`src/rtl/tensor_pingpong_sched.sv`:
```
// tensor_pingpong_sched
//   Ping-pong bank scheduler for the tensor RAM (two banks of 2^ADDR_W entries).
//   Preprocess fills the write bank while the peak detector scans the read bank.
//   Each completed frame swaps the banks and launches a scan. If the reader is
//   still busy, the frame is held pending and further writes are gated off.
//   Frames arriving while one is already held are dropped and counted.
//
// Optional build macro: TENSOR_SCHED_TIMEOUT_EN
//   Adds a reader watchdog of TIMEOUT_CYCLES cycles and drives the sticky
//   timeout_flag. Without it, timeout_flag is 0 and the reader may take any time.
//
// Ports
//   clk, reset           pixel clock, async active-low reset
//   wr_we_in/addr/data   write port from preprocess
//   frame_done           last element of a frame written (1-cycle pulse)
//   rd_addr_in           read address from peak_detector
//   rd_done              peak_detector scan finished (1-cycle pulse)
//   ram_we/waddr/wdata   gated write port to tensor_ram, {wr_bank, addr}
//   ram_raddr            read address to tensor_ram, {rd_bank, addr}
//   rd_start             registered 1-cycle scan launch
//   busy                 reader active (registered)
//   drop_count           saturating discarded-frame count
//   timeout_flag         sticky watchdog flag
module tensor_pingpong_sched #(
  parameter int ADDR_W         = 10,
  parameter int DATA_W         = 8,
  parameter int CNT_W          = 8,
  parameter int TIMEOUT_CYCLES = 4096
) (
  input  logic              clk,
  input  logic              reset,
  input  logic              wr_we_in,
  input  logic [ADDR_W-1:0] wr_addr_in,
  input  logic [DATA_W-1:0] wr_data_in,
  input  logic              frame_done,
  input  logic [ADDR_W-1:0] rd_addr_in,
  input  logic              rd_done,
  output logic              ram_we,
  output logic [ADDR_W:0]   ram_waddr,
  output logic [DATA_W-1:0] ram_wdata,
  output logic [ADDR_W:0]   ram_raddr,
  output logic              rd_start,
  output logic              busy,
  output logic [CNT_W-1:0]  drop_count,
  output logic              timeout_flag
);

  typedef enum logic [1:0] {S_IDLE, S_START, S_READ} state_t;

  state_t           state, state_nx;
  logic             wr_bank, wr_bank_nx;
  logic             rd_bank, rd_bank_nx;
  logic             pending, pending_nx;
  logic             cap_en, cap_en_nx;
  logic [CNT_W-1:0] drop_nx;
  logic             fd_used;
  logic             rd_evt;

  // Zero-latency write/read address muxing.
  assign ram_we    = wr_we_in & cap_en;
  assign ram_waddr = {wr_bank, wr_addr_in};
  assign ram_wdata = wr_data_in;
  assign ram_raddr = {rd_bank, rd_addr_in};

`ifdef TENSOR_SCHED_TIMEOUT_EN
  localparam int WD_W = $clog2(TIMEOUT_CYCLES) + 1;
  logic [WD_W-1:0] wd_cnt;
  logic            wd_hit;

  // Counter is 0 on the first S_READ cycle, so the hit lands on the
  // TIMEOUT_CYCLES-th cycle spent reading.
  assign wd_hit = (state == S_READ) && (wd_cnt == WD_W'(TIMEOUT_CYCLES - 1));
  assign rd_evt = rd_done | wd_hit;

  always_ff @(posedge clk or negedge reset) begin
    if (!reset)                wd_cnt <= '0;
    else if (state != S_READ)  wd_cnt <= '0;
    else                       wd_cnt <= wd_cnt + WD_W'(1);
  end

  always_ff @(posedge clk or negedge reset) begin
    if (!reset)                  timeout_flag <= 1'b0;
    else if (wd_hit && !rd_done) timeout_flag <= 1'b1;
  end
`else
  // The watchdog limit only matters when the watchdog is built in.
  localparam int unused_timeout_cycles = TIMEOUT_CYCLES;
  assign rd_evt       = rd_done;
  assign timeout_flag = 1'b0;
`endif

  always_comb begin
    state_nx   = state;
    wr_bank_nx = wr_bank;
    rd_bank_nx = rd_bank;
    pending_nx = pending;
    cap_en_nx  = cap_en;
    drop_nx    = drop_count;
    fd_used    = 1'b0;

    case (state)
      S_IDLE: begin
        if (frame_done && cap_en) begin
          rd_bank_nx = wr_bank;
          wr_bank_nx = ~wr_bank;
          fd_used    = 1'b1;
          state_nx   = S_START;
        end
      end
      S_START: state_nx = S_READ;
      S_READ: begin
        if (rd_evt) begin
          if (pending) begin
            rd_bank_nx = wr_bank;
            wr_bank_nx = ~wr_bank;
            pending_nx = 1'b0;
            state_nx   = S_START;
          end else if (frame_done && cap_en) begin
            // Reader frees up on the same cycle a frame lands: launch directly.
            rd_bank_nx = wr_bank;
            wr_bank_nx = ~wr_bank;
            fd_used    = 1'b1;
            state_nx   = S_START;
          end else begin
            state_nx = S_IDLE;
          end
        end
      end
      default: state_nx = S_IDLE;
    endcase

    // A frame that did not launch a scan is either held or discarded.
    // Capture only re-arms here, at a frame boundary, so no torn frames.
    if (frame_done && !fd_used) begin
      if (cap_en) begin
        pending_nx = 1'b1;
        cap_en_nx  = 1'b0;
      end else begin
        if (drop_count != '1) drop_nx = drop_count + CNT_W'(1);
        if (!pending_nx) cap_en_nx = 1'b1;
      end
    end
  end

  always_ff @(posedge clk or negedge reset) begin
    if (!reset) begin
      state      <= S_IDLE;
      wr_bank    <= 1'b0;
      rd_bank    <= 1'b1;
      pending    <= 1'b0;
      cap_en     <= 1'b1;
      drop_count <= '0;
      rd_start   <= 1'b0;
      busy       <= 1'b0;
    end else begin
      state      <= state_nx;
      wr_bank    <= wr_bank_nx;
      rd_bank    <= rd_bank_nx;
      pending    <= pending_nx;
      cap_en     <= cap_en_nx;
      drop_count <= drop_nx;
      rd_start   <= (state_nx == S_START);
      busy       <= (state_nx != S_IDLE);
    end
  end

endmodule

```
`config.mk`:
```
export PLATFORM = sky130hd
export DESIGN_NAME = tensor_pingpong_sched
export DESIGN_NICKNAME = d
export VERILOG_FILES = /design/src/rtl/tensor_pingpong_sched.sv
export SDC_FILE = /design/constraint.sdc
export NUM_CORES = 1
export LEC_CHECK = 0
export CORE_ASPECT_RATIO = 0.75
export CORE_UTILIZATION = 36
export DETAILED_ROUTE_END_ITERATION = 12
export PLACE_DENSITY = 0.85
export REMOVE_ABC_BUFFERS = 1
export SLEW_MARGIN = 20
export SYNTH_ARGS = -nofsm -noshare
export SYNTH_HDL_FRONTEND = slang
export SYNTH_SLANG_ARGS = --single-unit
```
`constraint.sdc`:
```
create_clock -name clk -period 2.3 [get_ports clk]
set_clock_uncertainty 0.1 [all_clocks]
set_input_delay 0.23 -clock clk [delete_from_list [all_inputs] [get_ports clk]]
set_output_delay 0.23 -clock clk [all_outputs]
set_load 0.02 [all_outputs]
```
======== After elaboration in Yosys (flattened, before gate mapping) ========
Index checks and enable logic that the tools add are counted.
storage, ports and cells
  bits in registers ....................... 16
cells by class
  reductions and logical operators ........ 8
  bitwise operators ....................... 3
  multiplexer cells ....................... 23
  add/subtract/negate cells ............... 1
  eq/ne operators ......................... 5
operators by type and width
  operator                                       number
  two-way mux 1 bit                              17
  adder 8 x 1 -> 8 bit, second input constant    1
  inequality test 8 bit, second input constant   1
  one-hot mux 1 bit (2 select lines)             3
  one-hot mux 2 bit (3 select lines)             1
  == test 2 x 1 -> 1 bit, second input constant  2
  two-way mux 2 bit                              2
  nonzero test 2 bit                             2
  AND reduction 3 bit                            1
  == test 2 bit, second input constant           1
  logical AND 1 bit                              2
  zero test 2 bit                                1
  inequality test 2 bit, second input constant   1
  NOT 1 bit                                      2
  AND reduction 2 bit                            1
  bitwise AND 1 bit                              1
  zero test 1 bit                                1

======== Depth between registers and ports, before layout ========
Gate-level depths: netlist (run 1).
  depth in word-level cells ............... 8
  depth in mapped cells ................... 4

======== Least setup slack after synthesis (run 1) ========
OpenSTA, ideal clock, no wires.
  path type ............................... register to register
  start ................................... reg drop_count[0]
  end ..................................... reg drop_count[1]
  data arrival time ....................... 1,440 ps
  cell stages (with the launch flop) ...... 5
  period minus slack after synthesis ...... 1,665 ps
  setup time .............................. 125 ps
  slack ................................... 635 ps
  cells stage by stage .................... dfrtp_1 -> ha_1 -> nand3_1 -> o21ai_1 -> mux2_2
between the ends
  cells in the longest elaborated chain, start to end .. 2
  elaborated cells on any way between the ends .. 3
  classes of those cells .................. add/sub: 1; eq/ne: 1; reduce/logical: 1
RTL lines
  what                                                                          line  text
  start, declared                                                               44    output logic [CNT_W-1:0] drop_count,
  start signal, assigned                                                        161   drop_count <= drop_nx;
  parallel branches: the longest is 2 deep, another holds adder 8 x 1 -> 8 bit  n/a
Several ways; the timed one is not identified.
A chain may end at the register's enable or synchronous reset.

======== Worst setup path after layout (run 1) ========
  start ................................... reg cap_en
  end ..................................... out ram_we
between the ends
  cells in the longest elaborated chain, start to end .. 1
RTL lines
  what                    line  text
  start, declared         54    logic cap_en, cap_en_nx;
  start signal, assigned  160   cap_en <= cap_en_nx;
  bitwise AND 1 bit       60    assign ram_we = wr_we_in & cap_en;
  end, declared           38    output logic ram_we,
Every way passes these cells.

==> results of run 1 <==
where the power goes:
part	leakage, uW	total (uW)	internal (uW)	switching [uW]
combinational	0.000195	542	291	251
sequential	0.000198	549	409	140
clock	0.0000288	242	152	90.4
per-layer routing:
metal / vias up / part of all wire (%) / global-route usage, %
li1: 281 / - / -
met4: 0 / 0 / 2.791
met3: 0 / 19 / 18.57
met1: 299 / 45 / 20.35
met5: - / 0 / 0
met2: 49 / 36 / 20.65
per-stage QoR:
step / utilization [%] / power [uW] / area (sq um) / worst slack, ps
finish: 39.22 / 1333 / 1028 / 395.7
global route: 39.22 / 1426 / 1028 / 342.0
floorplan: - / 852.0 / 758.2 / 635.0
detailed placement: 37.12 / 1098 / 973.4 / 543.7
global placement: 37.12 / 1073 / 973.4 / 588.8
CTS: 39.22 / 1350 / 1028 / 379.5
cells in the final DEF, fill, tap and decap left out, types with 3 or more instances in the layout:
| cell type | count |
|---|---|
| clkdlybuf4s50_1 | 17 |
| a21oi_1 | 3 |
| o211ai_1 | 3 |
| dfrtp_1 | 14 |
| clkbuf_8 | 4 |
| xnor2_1 | 5 |
| nand4_1 | 3 |
| inv_1 | 3 |
| mux2_2 | 3 |
sequential cells by signal, summed over array words and instances, names as in the netlist:
name	count
busy	1
cap_en	1
pending	1
drop_count	8
wr_bank	1
state	2
rd_start	1
rd_bank	1
critical path: stages, from the launching register on:
cell	delay, ps
dfstp_2	600
and2_1	140
clkdlybuf4s50_1	590
kinds of logic after synthesis:
| logic type | after synthesis |
|---|---|
| and+or+nand+nor | 22 |
| DFF | 16 |
| other | 1 |
| buffers and inverters | 35 |
| AOI/OAI and AO/OA | 12 |
| adders and majority gates | 1 |
| muxes | 4 |
| xor gates and xnor gates | 6 |
worst min path at each step:
| stage | start | end | slack (ps) | depth (start not counted) |
|---|---|---|---|---|
| final | reset | wr_bank | 310 | 1 |
| after global routing | wr_data_in[7] | ram_wdata[7] | 360 | 0 |
| after CTS | reset | wr_bank | 350 | 1 |
| after detailed placement | wr_data_in[7] | ram_wdata[7] | 360 | 0 |
| after global placement | wr_data_in[7] | ram_wdata[7] | 360 | 0 |
| after floorplan | reset | busy | -170 | 0 |
cell type report:
cell class	instances	area, sq um	area share, %
inverter	3	11.26	1.095
clock buffer	4	55.05	5.353
sequential	16	402.9	39.17
tap	36	45.04	4.380
timing repair buffer	17	170.2	16.54
multi-input combinational	46	344.1	33.45
==> metrics.yaml, run 1 <==
worst_setup_path:
  r2r_setup_slack_ps: 610
  cp_max_fo: 11
  endpoint_kind: "primary output"
  crit_arrival_ps: 1570
  r2r_end: "drop_count[1]"
  r2r_start: "drop_count[0]"
  endpoint: "ram_we"
  required_ps: 1970
  cp-start-kind: "register"
  reg2regPathDepth: 4
  critPathLaunch: "cap_en"
  path_class: "register to primary output"
logic_synthesis:
  synthMuxAreaShare_pct: 4.494
  synth_compound_area_share_pct: 7.740
  synthDominantCellAreaShare_pct: 34.96
  yosys_warnings: 0
  synth_cell_types: 33
  avgSynthCellArea_sq_um: 10.33
  async_flop_share_pct: 100.0
  synth_edf_count: 0
  synth_seq_cells: 16
  synth_top_cell_by_area: "dfrtp_1"
  ys_top_cells_by_area: "dfrtp_1 (35%), buf_4 (23%), dfstp_2 (5.2%)"
  synthAdderAreaFrac_pct: 1.248
  synth_cells: 97
  ys_seq_area_share_pct: 40.20
  netlist_top_cells_count: "buf_4 (31), dfrtp_1 (14), xnor2_1 (5)"
  synth_top_family_by_area: "buffers and inverters"
  synthSimpleGateAreaFrac_pct: 15.23
  yosysMostFrequentCell: "buf_4"
  syn-cell-area_sq_um: 1002
  synth-xor-area-share_pct: 5.243
  synthFlopType: "dfrtp_1"
timing:
  fin_crit_ps: 1904
  slew_headroom_pct: 52.81
  period_share_pct: 82.80
  hold_slack_ps: 307.5
  finalHoldViolations: 0
  setup-violations-final: 0
  drv_slew: 0
  worst_pin_slew_ps: 705.6
  final.setup.tns_ps: 0
  rsz0062_at_grt: "false"
  max_freq_mhz: 525.1
power:
  leakagePower_uw: 0.0004222
  p_per_area_nw_per_um2: 1296
  vdd_drop_max_v: 0.0004726
routing:
  wl_um: 2449
  initialDrtViolationCount: 8
  wl_per_cell_um: 20.07
  drt_first_pass_iters: 4
  drc: 0
  antenna_left: 0
  via_per_inst: 5.156
  via_count: 629
die:
  dieHeight_um: 47.70
  initial_utilization_pct: 38.22
  die_area_sq_um: 3001
  die_w_um: 62.93
  rows: 16
  core_sq_um: 2623
  ios: 75
placement:
  numPortBuffers: 17
  gp_congestion: 0.8487
  hpwl_um: 1865
  place_inst: 118
global_route:
  grt-ovfl-total: 0
  grt_pass1_wl_um: 3532
  grt_pass1_vias: 599
  grt_max_degree: 17
  antenna_found_initial: 0
  grt_usage_pct: 17.27
cells_and_area:
  drive_gt1_share_pct: 15.12
  nNetsFinal: 121
  final_cells: 122
  area_delta_synth_final_pct: 2.622
  diodes: 0
  nFillCells: 256
clock_network:
  cts.repair.resized: 0
  clk-insertion-delay-late_ps: 240
  root_buffer: "clkbuf_8"
  post_cts_buffers: 0
  htreeDepth: 1
  clkSinkCount: 16
  clk_path_buf_depth: 2
  cts_hold_buffers: 0
  cts_tree: "yes"
  numCtsBuffers: 3
  cts.clk_slew.worst_paths_ps: 60
flow_run:
  drv_cap: 0
status:
  outcome: "finished clean"
min_path:
  hp-class: "input pin to asynchronous set/reset pin"
Power figures use the tool's default switching activity.
==> inputs of run 2 (changes only) <==
--- a/config.mk
+++ b/config.mk
@@ -6,9 +6,9 @@
 export NUM_CORES = 1
 export LEC_CHECK = 0
 export CORE_ASPECT_RATIO = 0.75
-export CORE_UTILIZATION = 36
+export CORE_UTILIZATION = 30
 export DETAILED_ROUTE_END_ITERATION = 12
-export PLACE_DENSITY = 0.85
+export PLACE_DENSITY = 0.75
 export REMOVE_ABC_BUFFERS = 1
 export SLEW_MARGIN = 20
 export SYNTH_ARGS = -nofsm -noshare
==> constraint.sdc (replaced) <==
create_clock -name clk -period 1.6 [get_ports clk]
set_clock_uncertainty 0.1 [all_clocks]
set_input_delay 0.16 -clock clk [delete_from_list [all_inputs] [get_ports clk]]
set_output_delay 0.16 -clock clk [all_outputs]
set_load 0.02 [all_outputs]
==> metrics.yaml, run 2 (same netlist as run 1, synthesis figures left out) <==
clock_network:
  numCtsBuffers: 3  # unchanged
  root_buffer: "clkbuf_8"  # unchanged
  clkSinkCount: 16  # unchanged
  htreeDepth: 1  # unchanged
  cts_hold_buffers: 0  # unchanged
  post_cts_buffers: 0  # unchanged
  clk-insertion-delay-late_ps: 240  # about the same
  cts_tree: "yes"  # unchanged
  cts.clk_slew.worst_paths_ps: 60  # about the same
  clk_path_buf_depth: 2  # unchanged
placement:
  hpwl_um: 1930  # was 1865 um
  place_inst: 126  # was 118
  dp_slack_ps: -104.7  # was 543.7 ps
  numPortBuffers: 17  # unchanged
  gp_congestion: 0.7790  # was 0.8487
power:
  switching_share_pct: 36.72  # was 36.15%
  leakagePower_uw: 0.0004915  # was 0.0004222 uW
  p_seq_share_pct: 41.3  # was 41.2%
  vdd_drop_max_v: 0.0008394  # was 0.0004726 V
  p_sw_uw: 687.2  # was 481.8 uW
  p_comb_share_pct: 43.4  # was 40.7%
  p_clk_share_pct: 15.3  # was 18.1%
  internal_power_uw: 1184  # was 851.1 uW
  finalPower_uw: 1871  # was 1333 uW
  p_per_area_nw_per_um2: 1762  # was 1296 nW/um^2
worst_setup_path:
  crit_family: "buffers and inverters"  # was flip-flops
  crit_arrival_ps: 1300  # was 1570 ps
  cp_max_fo: 5  # was 11
  required_ps: 1340  # was 1970 ps
  r2r_start: "drop_count[1]"  # was drop_count[0]
  r2r_end: "drop_count[6]"  # was drop_count[1]
  endpoint_kind: "primary output"  # unchanged
  reg2regPathDepth: 4  # unchanged
  slowest_stage: "clkdlybuf4s50_1"  # was dfstp_2
  critPathMaxStageDelay_ps: 630  # was 600 ps
  path_class: "register to primary output"  # unchanged
  cp-start-kind: "register"  # unchanged
  critPathBufInv: 1  # unchanged
  crit_chain: "clkdlybuf4s50_1"  # was and2_1 -> clkdlybuf4s50_1
  r2r_setup_slack_ps: 60  # was 610 ps
global_route:
  antenna_found_initial: 0  # unchanged
  grt_max_degree: 17  # unchanged
  grt_pass1_wl_um: 3698  # was 3532 um
  grt-ovfl-total: 0  # unchanged
  grt_usage_pct: 15.64  # was 17.27%
  grt_pass1_vias: 632  # was 599
die:
  die_area_sq_um: 3578  # was 3001 sq um
  dieHeight_um: 52.06  # was 47.70 um
  core_sq_um: 3063  # was 2623 sq um
  die_w_um: 68.74  # was 62.93 um
  ios: 75  # unchanged
  rows: 17  # was 16
  initial_utilization_pct: 32.72  # was 38.22%
cells_and_area:
  final_cell_mix: "dfrtp_1 (14), clkdlybuf4s50_1 (11), buf_4 (6), xnor2_1 (5)"  # was clkdlybuf4s50_1 (17), dfrtp_1 (14), xnor2_1 (5), clkbuf_8 (4)
  drive_gt1_share_pct: 20.88  # was 15.12%
  final_cells: 129  # was 122
  area_delta_synth_final_pct: 5.993  # was 2.622%
  top_regs: "drop_count: 8 flops, state: 2 flops"  # unchanged
  nFillCells: 314  # was 256
  largest_reg_flops: 8  # unchanged
  diodes: 0  # unchanged
  layout_commonest_cell: "dfrtp_1"  # was clkdlybuf4s50_1
  largest_register: "drop_count"  # unchanged
  nNetsFinal: 127  # was 121
timing:
  period_share_pct: 97.63
  setup_ws_ps: 37.87  # was 395.7 ps
  rsz0062_at_grt: "false"  # unchanged
  drv_slew: 0  # unchanged
  setup-violations-final: 0  # unchanged
  finalHoldViolations: 0  # unchanged
  max_freq_mhz: 640.2
  fin_crit_ps: 1562
min_path:
  hp-class: "input pin to asynchronous set/reset pin"  # unchanged
status:
  outcome: "finished clean"  # unchanged
routing:
  drc: 0  # unchanged
  wl_per_cell_um: 19.37  # was 20.07 um
  antenna_left: 0  # unchanged
  wl_um: 2499  # was 2449 um
  via_count: 645  # was 629
  via_per_inst: 5.000  # was 5.156
  initialDrtViolationCount: 58  # was 8
  drt_first_pass_iters: 4  # unchanged
flow_run:
  drv_cap: 0  # unchanged
==> run 2: cell count changes in the layout (fill, tap and decap cells not counted), sizes merged <==
cell and delta:
clkdlybuf4s50 -6, buf +6, dlygate4sd2 +2, dlymetal6s2s +3
==> run 2: final cells by class <==
class | instances | area [sq um] | area share, %
sequential | 16 | 402.9 | 37.93
multi-input combinational | 46 | 344.1 | 32.39
timing repair buffer | 23 | 215.2 | 20.26
tap | 38 | 47.55 | 4.476
clock buffer | 3 | 41.29 | 3.887
inverter | 3 | 11.26 | 1.060
==> run 2: how the worst max path moves through the flow <==
| stage | start | endpoint | slack [ps] | depth (start not counted) |
|---|---|---|---|---|
| 2_1_floorplan | drop_count[0] | drop_count[1] | -60 | 4 |
| 6_report | drop_count[7] | drop_count[7] | 40 | 1 |
| 3_5_place_dp | frame_done | drop_count[6] | -100 | 4 |
| 4_1_cts | drop_count[0] | drop_count[0] | 2 | 2 |
| 3_3_place_gp | frame_done | drop_count[6] | -30 | 4 |
| 5_1_grt | drop_count[7] | drop_count[7] | 1 | 1 |
==> run 2: layer usage <==
layer / track usage (%) / part of all wire (%) / vias up
met1: 19.13 / 44 / 307
met5: 0 / 0 / -
met2: 17.32 / 36 / 47
met3: 19.08 / 20 / 2
li1: - / - / 289
met4: 1.020 / 0.24 / 0
==> run 2: stage by stage <==
stage	setup TNS, ps	instance area [sq um]	hold WS (ps)	util [%]
after floorplan	-66.16	758.2	-235.6	-
after global placement	-32.50	1021	220.5	33.33
after detailed placement	-186.7	1021	220.5	33.33
after CTS	0	1059	144.3	34.56
after global routing	0	1062	144.6	34.68
final	0	1062	137.7	34.68
==> run 2: power by group through the flow <==
stage / clock (uW) / combinational [uW] / sequential (uW)
after floorplan: 0 / 333 / 892
after global placement: 0 / 833 / 764
after global routing: 320 / 894 / 802
final: 286 / 812 / 773
after detailed placement: 0 / 852 / 781
after CTS: 294 / 831 / 775
==> run 2: timing repair <==
action,CTS,global route
setup endpoints to repair,3,4
gates resized for setup,3,5
hold endpoints to repair,0,0
==> inputs of run 3 (changes only) <==
--- a/config.mk
+++ b/config.mk
@@ -5,7 +5,7 @@
 export SDC_FILE = /design/constraint.sdc
 export NUM_CORES = 1
 export LEC_CHECK = 0
-export CORE_ASPECT_RATIO = 0.75
+export CORE_ASPECT_RATIO = 0.7
 export CORE_UTILIZATION = 30
 export DETAILED_ROUTE_END_ITERATION = 12
 export PLACE_DENSITY = 0.75
==> metrics.yaml, run 3 (same netlist as run 1, synthesis figures left out) <==
cells_and_area:
  area_delta_synth_final_pct: 7.990  # was 5.993%
  fin_util_pct: 34.15  # was 34.68%
  nNetsFinal: 128  # was 127
  final_cells: 130  # was 129
  multiInputGateArea_sq_um: 350.3  # was 344.1 sq um
  largest_register: "drop_count"  # unchanged
  top_regs: "drop_count: 8 flops, state: 2 flops"  # unchanged
  design_area_sq_um: 1082  # was 1062 sq um
  seq_area_sq_um: 402.9  # unchanged
  diodes: 0  # unchanged
  final_cell_mix: "dfrtp_1 (14), clkdlybuf4s50_1 (10), buf_4 (7), xnor2_1 (5), dlymetal6s2s_1 (4)"  # was dfrtp_1 (14), clkdlybuf4s50_1 (11), buf_4 (6), xnor2_1 (5)
  layout_commonest_cell: "dfrtp_1"  # unchanged
  largest_reg_flops: 8  # unchanged
  nFillCells: 309  # was 314
  drive_gt1_share_pct: 22.83  # was 20.88%
routing:
  drt_first_pass_iters: 6  # was 4
  antenna_left: 0  # unchanged
  wl_per_cell_um: 19.88  # was 19.37 um
  drc: 0  # unchanged
  via_count: 663  # was 645
  via_per_inst: 5.100  # was 5.000
  initialDrtViolationCount: 57  # was 58
  wl_um: 2585  # was 2499 um
global_route:
  grt-ovfl-total: 0  # unchanged
  antenna_found_initial: 0  # unchanged
  grt_usage_pct: 15.23  # was 15.64%
  grt_pass1_wl_um: 3829  # was 3698 um
  grt_pass1_vias: 640  # was 632
  grt_max_degree: 17  # unchanged
placement:
  numPortBuffers: 17  # unchanged
  place_area_sq_um: 1028  # was 1021 sq um
  place_inst: 127  # was 126
  hpwl_um: 1938  # was 1930 um
  gp_congestion: 0.8976  # was 0.7790
power:
  vdd_drop_max_v: 0.0003893  # was 0.0008394 V
  leakagePower_uw: 0.0005078  # was 0.0004915 uW
  p_per_area_nw_per_um2: 1760  # was 1762 nW/um^2
  finalPower_uw: 1905  # was 1871 uW
min_path:
  hp-class: "input pin to asynchronous set/reset pin"  # unchanged
worst_setup_path:
  critPathMaxStageDelay_ps: 630  # about the same
  crit_chain: "clkdlybuf4s50_1"  # unchanged
  cp-start-kind: "register"  # unchanged
  crit_family: "buffers and inverters"  # unchanged
  r2r_start: "drop_count[1]"  # unchanged
  endpoint_kind: "primary output"  # unchanged
  slowest_stage: "clkdlybuf4s50_1"  # unchanged
  critPathBufInv: 1  # unchanged
  r2r_setup_slack_ps: 80  # was 60 ps
  crit_arrival_ps: 1300  # about the same
  reg2regPathDepth: 4  # unchanged
  cp_max_fo: 5  # unchanged
  r2r_end: "drop_count[6]"  # unchanged
  required_ps: 1340  # about the same
  path_class: "register to primary output"  # unchanged
timing:
  rsz0062_at_grt: "false"  # unchanged
  max_freq_mhz: 640.6  # was 640.2 MHz
  period_share_pct: 97.56  # was 97.63%
  finalHoldViolations: 0  # unchanged
  setup-violations-final: 0  # unchanged
  hold_slack_ps: 130.3  # was 137.7 ps
  drv_slew: 0  # unchanged
  fin_crit_ps: 1561  # was 1562 ps
die:
  core_sq_um: 3169  # was 3063 sq um
  dieHeight_um: 50.36  # was 52.06 um
  die_w_um: 71.08  # was 68.74 um
  die_area_sq_um: 3579  # was 3578 sq um
  initial_utilization_pct: 31.62  # was 32.72%
  rows: 17  # unchanged
  ios: 75  # unchanged
clock_network:
  numCtsBuffers: 3  # unchanged
  root_buffer: "clkbuf_8"  # unchanged
  clk_path_buf_depth: 2  # unchanged
  cts.clk_slew.worst_paths_ps: 60  # about the same
  post_cts_buffers: 0  # unchanged
  clkSinkCount: 16  # unchanged
  clk-insertion-delay-late_ps: 240  # about the same
  cts_tree: "yes"  # unchanged
  htreeDepth: 1  # unchanged
status:
  outcome: "finished clean"  # unchanged
flow_run:
  drv_cap: 0  # unchanged
==> run 3: cell types whose count changed in the layout (fill, tap and decap cells not counted) <==
cell	change
o21ai_2	+1
clkbuf_2	-1
clkdlybuf4s50_1	-1
o21ai_1	-1
buf_4	+1
dlymetal6s2s_1	+1
ha_1	-1
ha_2	+1
dlygate4sd2_1	+1
==> run 3: through the flow <==
step | TNS, ps | worst slack (ps)
CTS | 0 | 15.22
floorplan | -66.16 | -64.99
detailed placement | -133.6 | -89.05
global route | 0 | 0.4531
finish | 0 | 38.98
global placement | -22.86 | -22.86
==> run 3: worst max path at each step <==
| stage | start | slack [ps] | endpoint | cells past startpoint |
|---|---|---|---|---|
| 6_report | drop_count[7] | 40 | drop_count[7] | 1 |
| 3_5_place_dp | frame_done | -90 | drop_count[6] | 4 |
| 4_1_cts | drop_count[3] | 20 | drop_count[3] | 1 |
| 5_1_grt | drop_count[6] | 0.5 | drop_count[6] | 1 |
| 3_3_place_gp | frame_done | -20 | drop_count[6] | 4 |
| 2_1_floorplan | drop_count[0] | -60 | drop_count[1] | 4 |
==> run 3: timing repair <==
item,in CTS,in global routing
hold buffers,0,0
setup endpoints to repair,3,6
gates resized for setup,3,6
==> run 3: where the power goes <==
part	internal, uW	total [uW]	switching [uW]
combinational	446	851	405
sequential	587	762	175
clock	166	292	125
total	1200	1910	706
==> run 3: final cells by class <==
class                      instances  share of cell area, %
clock buffer                       3                  3.815
timing repair buffer              24                  21.16
tap                               38                  4.393
multi-input combinational         46                  32.37
inverter                           3                  1.040
sequential                        16                  37.23
==> run 3: layer usage <==
metal | part of all wire (%) | global-route usage (%)
met5 | 0 | 4.762
met3 | 16 | 14.26
met4 | 0 | 6.000
met1 | 46 | 19.38
met2 | 38 | 16.19
